File: config.mk
export PLATFORM = sky130hd
export DESIGN_NAME = imem_boot_loader
export DESIGN_NICKNAME = d
export VERILOG_FILES = /design/src/rtl/imem_boot_loader.sv
export SDC_FILE = /design/constraint.sdc
export NUM_CORES = 1
export LEC_CHECK = 0
export BUFFER_PORTS_ARGS = -buffer_cell sky130_fd_sc_hd__buf_2
export CAP_MARGIN = 20
export CORE_ASPECT_RATIO = 0.9
export CORE_MARGIN = 5
export CORE_UTILIZATION = 40
export CTS_BUF_LIST = sky130_fd_sc_hd__clkbuf_4
export CTS_CLUSTER_DIAMETER = 40
export DETAILED_ROUTE_END_ITERATION = 12
export PLACE_DENSITY = 0.59
export SYNTH_ARGS = -nofsm -noshare
export SYNTH_HDL_FRONTEND = slang
export SYNTH_SLANG_ARGS = --single-unit
File: constraint.sdc
create_clock -name clock -period 2.6 [get_ports clock]
set_input_delay 0.26 -clock clock [delete_from_list [all_inputs] [get_ports clock]]
set_output_delay 0.26 -clock clock [all_outputs]
set_load 0.005 [all_outputs]
File: src/rtl/imem_boot_loader.sv
// Framed byte-stream loader for instruction memory; holds the CPU in reset until verified.
// Define BOOT_DMEM_CLEAR_EN to zero data memory after a good checksum.
module imem_boot_loader #(
   parameter int ADDR_W = 12,
   parameter int DATA_W = 32
) (
   input  logic              clock,
   input  logic              reset,
   input  logic              in_valid,
   input  logic [7:0]        in_byte,
   output logic              in_ready,
   output logic              imem_we,
   output logic [ADDR_W-1:0] imem_addr,
   output logic [DATA_W-1:0] imem_wdata,
   output logic              dmem_we,
   output logic [ADDR_W-1:0] dmem_addr,
   output logic              cpu_reset,
   output logic              done,
   output logic              error
);

   typedef enum logic [2:0] {
      S_HDR, S_LOAD, S_CHK, S_CLR, S_DONE, S_ERR
   } state_t;

   localparam logic [DATA_W-1:0] MAX_N = DATA_W'(1) << ADDR_W;
   localparam logic [ADDR_W:0]   ONE_W = 1;

   state_t              r_state;
   state_t              w_next;
   logic                r_ready;
   logic [1:0]          r_bcnt;
   logic [23:0]         r_shift;
   logic [ADDR_W:0]     r_n;
   logic [ADDR_W:0]     r_wcnt;
   logic [DATA_W-1:0]   r_xor;
   logic                r_we;
   logic [ADDR_W-1:0]   r_addr;
   logic [DATA_W-1:0]   r_wdata;
   logic                w_xfer;
   logic                w_last;
   logic [DATA_W-1:0]   w_word;
   logic [ADDR_W:0]     w_wnext;
   logic                w_rdy_next;
   logic                w_dwe;
   logic                w_done;
   logic                w_err;

   assign w_xfer  = in_valid && r_ready;
   assign w_last  = w_xfer && (r_bcnt == 2'd3);
   assign w_word  = {r_shift, in_byte};
   assign w_wnext = r_wcnt + ONE_W;

   always_ff @(posedge clock or negedge reset) begin
      if (!reset) r_state <= S_HDR;
      else        r_state <= w_next;
   end

`ifdef BOOT_DMEM_CLEAR_EN
   logic [ADDR_W-1:0] r_clr;

   always_ff @(posedge clock or negedge reset) begin
      if (!reset)                 r_clr <= '0;
      else if (r_state == S_CLR)  r_clr <= r_clr + 1'b1;
   end
`endif

   always_comb begin
      w_next = r_state;
      unique case (r_state)
         S_HDR: if (w_last) begin
            if (w_word == '0)       w_next = S_CHK;
            else if (w_word > MAX_N) w_next = S_ERR;
            else                    w_next = S_LOAD;
         end
         S_LOAD: if (w_last && (w_wnext == r_n)) w_next = S_CHK;
         S_CHK: if (w_last) begin
`ifdef BOOT_DMEM_CLEAR_EN
            w_next = (w_word == r_xor) ? S_CLR : S_ERR;
`else
            w_next = (w_word == r_xor) ? S_DONE : S_ERR;
`endif
         end
`ifdef BOOT_DMEM_CLEAR_EN
         S_CLR: if (&r_clr) w_next = S_DONE;
`endif
         default: w_next = r_state;
      endcase
   end

   always_comb begin
      w_rdy_next = (w_next == S_HDR) || (w_next == S_LOAD) ||
                   (w_next == S_CHK);
      w_dwe      = (r_state == S_CLR);
      w_done     = (r_state == S_DONE);
      w_err      = (r_state == S_ERR);
   end

   // Byte assembly, word writes and running checksum
   always_ff @(posedge clock or negedge reset) begin
      if (!reset) begin
         r_ready <= 1'b0;
         r_bcnt  <= '0;
         r_shift <= '0;
         r_n     <= '0;
         r_wcnt  <= '0;
         r_xor   <= '0;
         r_we    <= 1'b0;
         r_addr  <= '0;
         r_wdata <= '0;
      end else begin
         r_ready <= w_rdy_next;
         r_we    <= 1'b0;
         if (w_xfer) begin
            r_bcnt  <= r_bcnt + 2'd1;
            r_shift <= w_word[23:0];
         end
         if (w_last && r_state == S_HDR)
            r_n <= w_word[ADDR_W:0];
         if (w_last && r_state == S_LOAD) begin
            r_we    <= 1'b1;
            r_addr  <= r_wcnt[ADDR_W-1:0];
            r_wdata <= w_word;
            r_wcnt  <= w_wnext;
            r_xor   <= r_xor ^ w_word;
         end
      end
   end

   assign in_ready   = r_ready;
   assign imem_we    = r_we;
   assign imem_addr  = r_addr;
   assign imem_wdata = r_wdata;
   assign done       = w_done;
   assign cpu_reset  = w_done;
   assign error      = w_err;
`ifdef BOOT_DMEM_CLEAR_EN
   assign dmem_we    = w_dwe;
   assign dmem_addr  = r_clr;
`else
   assign dmem_we    = 1'b0;
   assign dmem_addr  = '0;
`endif

endmodule

==> results.yml, run 1 <==
drt:
  vias: 4073
  drc: 0
  wl_mm: 13.6
  drt-vias-per-instance: 4.88
  ant_nets: 0
  drt_first_pass_iters: 4
  wire_per_inst_um: 16.3
  drt_iter0_drc: 207
job:
  maxCapViolations: 0
yosys:
  ys_seq_area_share_pct: 55.1
  netlist_area_um2: 6040
  synthTopCellsByArea: "dfrtp_1, xnor2_1, nand2_1"
  yosys.cell_count.top_type: "nand2_1"
  synthFlopType: "dfrtp_1"
  syn_area_per_cell_um2: 10.9
  synth-seq-cells: 133
  netlist.top_cell.by_area: "dfrtp_1"
  ys_warn_count: 0
  ys_async_sr_fraction_pct: 100
  synth.distinct_cells: 47
  synth_edf_count: 0
  synth_cells: 555
  synth_top_area_share_pct: 55.1
  synthTopCellsByCount: "nand2_1, dfrtp_1, xnor2_1"
die:
  die_w_um: 140
  dieArea_um2: 17700
  pin_count: 73
  core-area_um2: 14800
  rows: 42
  start_util_pct: 40.9
  die_h_um: 127
timing:
  rsz0062_at_grt: "false"
  relSlewSlack_pct: 57.1
  tightest_slew_ps: 643
  final.setup.tns_ps: 0
  fin_skew_ps: 17.6
  layout_min_cycle_time_ps: 2340
  fin_crit_sh_pct: 90.0
  finalSetupViolCount: 0
  slew_viol_final: 0
  fmax_mhz: 427
  hold_viol: 0
global_route:
  grt_pass1_vias: 4201
  grt_usage_pct: 16.0
  grt.overflow.total: 0
  grt_max_degree: 50
  antenna_found_initial: 1
  grt_pass1_wl_mm: 22.4
min_path:
  min-delay-path-class: "input pin to flop"
critical_path:
  required_ps: 3020
  crit_arrival_ps: 2760
  critPathMaxFanout: 12
  path_class: "flop to flop"
  crit_path_start_kind: "flop"
  end_kind: "flop"
power_and_ir_drop:
  powerDensity_nw_per_um2: 537
  ir_worst_vdd_mv: 0.256
  power.leakage_uw: 0.00346
clock_tree:
  h-tree-depth: 4
  cts_setup_buffers: 0
  clk_path_buf_depth: 2
  clk_pin_slew_ps: 120
  root_buffer: "clkbuf_4"
  cts_resized: 0
  cts_sinks: 133
  clk_latency_ps: 540
  cts_tree: "built"
  numCtsBuffers: 17
  ctsHoldBuffers: 5
placed_design:
  post-dp-hpwl_mm: 9.75
  place_congestion: 0.864
  placed_area_um2: 6510
  io_buffers: 59
cells_and_area:
  layout-drive-gt1-share_pct: 23.3
  fin_nets: 635
  fin_area_um2: 6870
  area_growth_pct: 13.8
  nFillCells: 1402
outcome:
  status: "finished, final reports clean"
worst max-delay path: stages (launching register included):
cell	delay, ps
dfrtp_1	570
nand3_1	370
nor4b_1	400
o31a_1	250
o221ai_2	120
a2111oi_2	430
o21ai_1	100
registers in the layout, summed over array words and instances, names as in the netlist:
signal	cells
imem_addr	12
imem_wdata	32
imem_we	1
in_ready	1
r_bcnt	2
r_n	13
r_shift	24
r_state	3
r_wcnt	13
r_xor	32
metal layers:
layer,global-route usage [%],vias up,wire length [um]
met1,22.7,2021,6840
li1,-,1962,-
met5,0,-,0
met4,5.47,0,211
met2,24.6,73,6120
met3,3.46,17,448
cell type report:
class | instances | area, um2 | area share [%]
Clock inverter | 14 | 176 | 2.57
Tap cell | 198 | 248 | 3.61
Clock buffer | 18 | 135 | 1.97
Timing Repair Buffer | 74 | 452 | 6.57
Sequential cell | 133 | 3330 | 48.4
Multi-Input combinational cell | 392 | 2510 | 36.6
Antenna cell | 1 | 2.50 | 0.0364
Inverter | 4 | 15.0 | 0.219
power by group:
group | total (uW) | internal (uW) | switching (uW)
clock | 1490 | 688 | 805
combinational | 110 | 36.0 | 74.4
sequential | 2090 | 2070 | 13.1
total | 3690 | 2800 | 892
stage by stage:
step	setup WS [ps]	power [uW]	instances	hold slack (ps)	util, %
final	259	3690	834	53.8	46.5
after global routing	35.2	3850	834	28.1	46.5
after CTS	242	3750	833	6.41	46.5
after detailed placement	287	2240	796	211	44.1
after global placement	316	2230	796	203	44.1
after floorplan	459	2170	567	-35.6	-
cells in the final DEF (no fill, tap or decap), types with 3 or more instances in the layout:
master           n
xnor2_1         81
nand4_1         11
mux2_2          39
nor4_1          14
clkbuf_4        18
conb_1          13
dlygate4sd3_1    5
buf_2           58
inv_6            3
inv_1            3
nor2_1          10
bufinv_16        3
clkinv_4         5
o21a_1           3
xor2_1           8
dfrtp_1        133
nand2_1        147
nand3_1          8
nor3_1           9
buf_4            8
o21ai_0          3
a21oi_1          8
nand2b_1         5
and3_1           3
path summary, 6_finish.rpt:
path	startpoint	endpoint	slack [ps]	depth (start not counted)
max	r_wcnt[2]	r_state[0]	260	6
min	in_byte[1]	r_shift[1]	50	2
max reg2reg	r_wcnt[2]	r_state[0]	260	6
min reg2reg	imem_wdata[26]	imem_wdata[26]	480	2
max in group asynchronous	reset	imem_wdata[28]	1720	3
min in group asynchronous	reset	imem_addr[4]	200	2
logic make-up after synthesis:
kind of cell / share of synthesized area [%]
simple gates: 17.0
flops: 55.1
xor+xnor: 12.9
buf+inv: 4.02
mux: 7.44
compound gates: 3.09
fa+ha+maj: 0.414
other cells: 0.0621
No activity file was read; power rests on OpenSTA's default activity.
==> run 2, diff against run 1 <==
CORE_MARGIN = default   (was 5)
CTS_CLUSTER_DIAMETER = 80   (was 40)
==> run 2 against run 1 <==
Net effect: design area hardly changed; worst hold slack worse by 7.2 ps; cell count is 0.12% lower; critical path type unchanged; largest cell class unchanged; largest power group unchanged; highest routed layer unchanged.
==> results.yml, run 2 (synthesized netlist as in run 1, its figures left out) <==
clock_tree:
  cts_sinks: 133
  clk_latency_ps: 550
  numCtsBuffers: 17
  clk_pin_slew_ps: 120
  root_buffer: "clkbuf_4"
  h-tree-depth: 4
  cts_tree: "built"
  clk_path_buf_depth: 2
power_and_ir_drop:
  power_frac_seq_pct: 58.1
  clockPowerShare_pct: 38.9
  power.leakage_uw: 0.00345
  power_frac_comb_pct: 3.1
  total_power_uw: 3600
  ir_worst_vdd_mv: 0.271
  powerDensity_nw_per_um2: 524
  power.internal_uw: 2710
  netSwitchingPower_uw: 881
  switching_share_pct: 24.5
timing:
  final.setup.tns_ps: 0
  fmax_mhz: 419
  fin_skew_ps: 16.4
  rsz0062_at_grt: "false"
  relSlewSlack_pct: 58.5
  hold_viol: 0
  slew_viol_final: 0
  finalSetupViolCount: 0
  tightest_slew_ps: 622
  fin_crit_sh_pct: 91.8
  layout_min_cycle_time_ps: 2390
cells_and_area:
  final_core_util_pct: 46.7
  antenna_cells: 0
  nFillCells: 1430
  layout-drive-gt1-share_pct: 23.6
  multiInputGateArea_um2: 2520
  final_cell_mix: "nand2_1, dfrtp_1, xnor2_1"
  regArea_um2: 3330
  fin_nets: 635
  final_common_cell: "nand2_1"
  area_growth_pct: 13.7
  fin_area_um2: 6870
drt:
  vias: 4129
  wire_per_inst_um: 15.7
  drt_iter0_drc: 201
  ant_nets: 0
  wl_mm: 13.0
  drc: 0
  drt_first_pass_iters: 4
  drt-vias-per-instance: 4.96
job:
  maxCapViolations: 0
placed_design:
  placed_area_um2: 6520
  post-dp-hpwl_mm: 9.37
  io_buffers: 59
  place_congestion: 0.868
critical_path:
  end_kind: "flop"
  critPathLaunch: "r_bcnt[0]"
  critPathMaxFanout: 27
  crit_arrival_ps: 2860
  required_ps: 3070
  endpoint: "r_wcnt[9]"
  r2r_slack_ps: 210
  reg2reg_from: "r_bcnt[0]"
  crit_path_start_kind: "flop"
  reg2reg_depth: 8
  r2r-end: "r_wcnt[9]"
  path_class: "flop to flop"
min_path:
  hold_start: "in_byte[2]"
  min-delay-path-class: "input pin to flop"
die:
  die_w_um: 132
  start_util_pct: 41.0
  pin_count: 73
  core-area_um2: 14700
  die_h_um: 119
  dieArea_um2: 15600
  rows: 42
global_route:
  grt_usage_pct: 18.3
  grt_pass1_wl_mm: 22.0
  antenna_found_initial: 0
  grt_pass1_vias: 4224
  grt_max_degree: 53
  grt.overflow.total: 0
outcome:
  status: "finished, final reports clean"
## run 2: timing repair
| item | 4_1_cts | 5_1_grt |
|---|---|---|
| resized for setup | 0 | 2 |
| endpoints found under the hold margin | 54 | 0 |
| buffers inserted | 0 | 0 |
| hold buffers | 5 | 0 |
| endpoints found under the setup margin | 0 | 2 |
## run 2: routing by layer
layer,track usage (%),wire length [um],up-vias
met2,27.7,5950,88
li1,-,-,1955
met3,3.78,519,18
met1,25.9,6370,2068
met4,6.76,199,0
met5,0,0,-
## run 2: how the worst min path moves through the flow
stage	endpoint	slack, ps	depth (start not counted)
after floorplan	imem_addr[0]	-40	0
after global placement	imem_wdata[25]	230	1
after detailed placement	imem_wdata[25]	240	1
after CTS	imem_wdata[2]	7	3
after global routing	r_n[3]	20	2
final	imem_wdata[2]	50	3
## run 2: power groups by stage
stage / logic (uW) / registers, uW / clock network [uW]
2_1_floorplan: 43.8 / 2120 / 0
3_3_place_gp: 107 / 2130 / 0
3_5_place_dp: 109 / 2130 / 0
4_1_cts: 115 / 2090 / 1440
5_1_grt: 126 / 2090 / 1530
6_report: 110 / 2090 / 1400
## run 2: metrics by stage
stage                     setup slack, ps  hold slack [ps]  instances
after detailed placement              147              240        796
after floorplan                       459            -35.6        567
after global routing                 59.7             23.4        833
after global placement                260              233        796
final                                 214             46.5        833
after CTS                             127             6.56        833
## run 2: area by class of cell
class	instances	area share (%)
well taps	198	3.61
repair buffers	74	6.76
inverters	4	0.219
clock buffers	19	2.08
flip-flops and latches	133	48.5
clock inverters	13	2.13
multi-input cells	392	36.7
## run 2: critical path: stages, from the launching register on
cell	delay [ps]
dfrtp_1	390
ha_1	180
nand3_1	190
or3_2	690
buf_12	250
nor2_1	170
nand2_1	140
nor2_1	130
xor2_1	150
==> run 3, diff against run 2 <==
BUFFER_PORTS_ARGS = -buffer_cell sky130_fd_sc_hd__buf_4   (was -buffer_cell sky130_fd_sc_hd__buf_2)
SLEW_MARGIN = 20   (was default)
==> run 3 against run 2 <==
Net effect: total power is 3.7% higher; sequential cell count unchanged; fmax is 2.0% higher; wire length is 1.2% lower; register-to-register slack gained 50 ps; design area rose by 2.6%; clock-buffer cell count fell by 1; clock skew down 2.0 ps; non-clock buffer count rose by 4; clock power up 9%; critical path type unchanged; critical endpoint is now r_state[1]; largest cell class unchanged; largest power group unchanged.
==> results.yml, run 3 (synthesized netlist as in run 1, its figures left out) <==
drt:
  drc: 0
  drt-vias-per-instance: 4.95
  wl_mm: 12.9
  vias: 4141
  drt_iter0_drc: 230
  drt_first_pass_iters: 5
  wire_per_inst_um: 15.4
  ant_nets: 0
placed_design:
  placed_area_um2: 6640
  pre_cts_slack_ps: 165
  post-dp-hpwl_mm: 9.08
  io_buffers: 59
  place_congestion: 0.882
die:
  start_util_pct: 41.0
  die_h_um: 119
  rows: 42
  pin_count: 73
  dieArea_um2: 15600
  core-area_um2: 14700
  die_w_um: 132
global_route:
  grt_pass1_vias: 4242
  antenna_found_initial: 1
  grt_pass1_wl_mm: 22.0
  grt_max_degree: 62
  grt.overflow.total: 0
  grt_usage_pct: 18.2
clock_tree:
  numCtsBuffers: 17
  clk_path_buf_depth: 2
  clk_pin_slew_ps: 110
  clk_latency_ps: 530
  root_buffer: "clkbuf_4"
  h-tree-depth: 4
  cts_tree: "built"
  cts_sinks: 133
power_and_ir_drop:
  switching_share_pct: 22.6
  clockPowerShare_pct: 40.8
  power.internal_uw: 2890
  ir_worst_vdd_mv: 0.280
  netSwitchingPower_uw: 841
  power_frac_comb_pct: 3.3
  powerDensity_nw_per_um2: 529
  power_frac_seq_pct: 56.0
  power.leakage_uw: 0.00347
outcome:
  status: "finished, final reports clean"
critical_path:
  critPathMaxFanout: 9
  end_kind: "flop"
  r2r-end: "r_state[1]"
  crit_slowest_cell: "or4_4"
  reg2reg_from: "r_wcnt[0]"
  path_class: "flop to flop"
  path_cells: "ha_2, nand2_1, or4_4, nand3_2, o221ai_2, a2111oi_2, o21a_1"
  reg2reg_depth: 7
  required_ps: 3070
  crit_arrival_ps: 2810
  crit_path_start_kind: "flop"
  r2r_slack_ps: 260
  slowest_delay_ps: 550
timing:
  fin_skew_ps: 14.4
  fmax_mhz: 428
  layout_min_cycle_time_ps: 2340
  finalSetupViolCount: 0
  slew_viol_final: 0
  hold_viol: 0
  tightest_slew_ps: 689
  layout_setup_ws_ps: 261
  fin_crit_sh_pct: 90.0
  rsz0062_at_grt: "false"
  final.setup.tns_ps: 0
  relSlewSlack_pct: 54.1
cells_and_area:
  final_cell_mix: "nand2_1, dfrtp_1, xnor2_1"
  layout-drive-gt1-share_pct: 23.0
  fin_area_um2: 7050
  fin_nets: 639
  final_common_cell: "nand2_1"
  area_growth_pct: 16.7
min_path:
  min-delay-path-class: "input pin to asynchronous set/reset pin"
job:
  maxCapViolations: 0
[run 3: what timing repair did]
action	in CTS	in global routing
endpoints found under the setup margin	0	2
gates resized for setup	0	1
hold buffers	9	0
hold endpoints to repair	158	0
setup buffers	0	0
[run 3: cell type report]
cell class	count	area, um2
flip-flops and latches	133	3330
inverters	4	15.0
well taps	198	248
clock buffers	18	135
clock inverters	13	181
repair buffers	78	621
diodes	1	2.50
fillers	1385	7670
multi-input cells	392	2520
[run 3: power by group through the flow]
stage / logic [uW] / registers (uW) / clock network (uW)
finish: 122 / 2090 / 1520
global route: 138 / 2090 / 1680
CTS: 126 / 2090 / 1580
detailed placement: 115 / 2130 / 0
global placement: 113 / 2130 / 0
floorplan: 43.8 / 2120 / 0
[run 3: worst max-delay path, delay by kind of cell (launching register included)]
family | cells | cell delay, ps
simple gates | 3 | 850
flops | 1 | 470
fa+ha+maj | 1 | 310
compound gates | 3 | 650
[run 3: through the flow]
stage	cells	total power [uW]	util, %	hold slack (ps)
after floorplan	567	2170	-	-35.6
after global placement	796	2240	45.1	145
after detailed placement	796	2240	45.1	146
after CTS	836	3790	47.9	74.8
after global routing	837	3910	47.9	90.9
final	837	3730	47.9	130
[run 3: worst max-delay path by stage]
stage	startpoint	endpoint	slack (ps)	depth (start not counted)
final	r_wcnt[0]	r_state[1]	260	7
after CTS	r_wcnt[0]	r_state[1]	150	7
after detailed placement	r_wcnt[0]	r_state[0]	170	7
after global routing	r_wcnt[0]	r_state[0]	90	7
after global placement	r_wcnt[0]	r_state[0]	260	7
after floorplan	r_wcnt[0]	r_state[0]	460	8
[run 3: metal layers]
metal / GRT usage [%] / part of all wire [%]
met4: 7.70 / 2.3
met3: 4.16 / 3.9
met5: 0 / 0
met1: 26.4 / 50
met2: 26.1 / 44
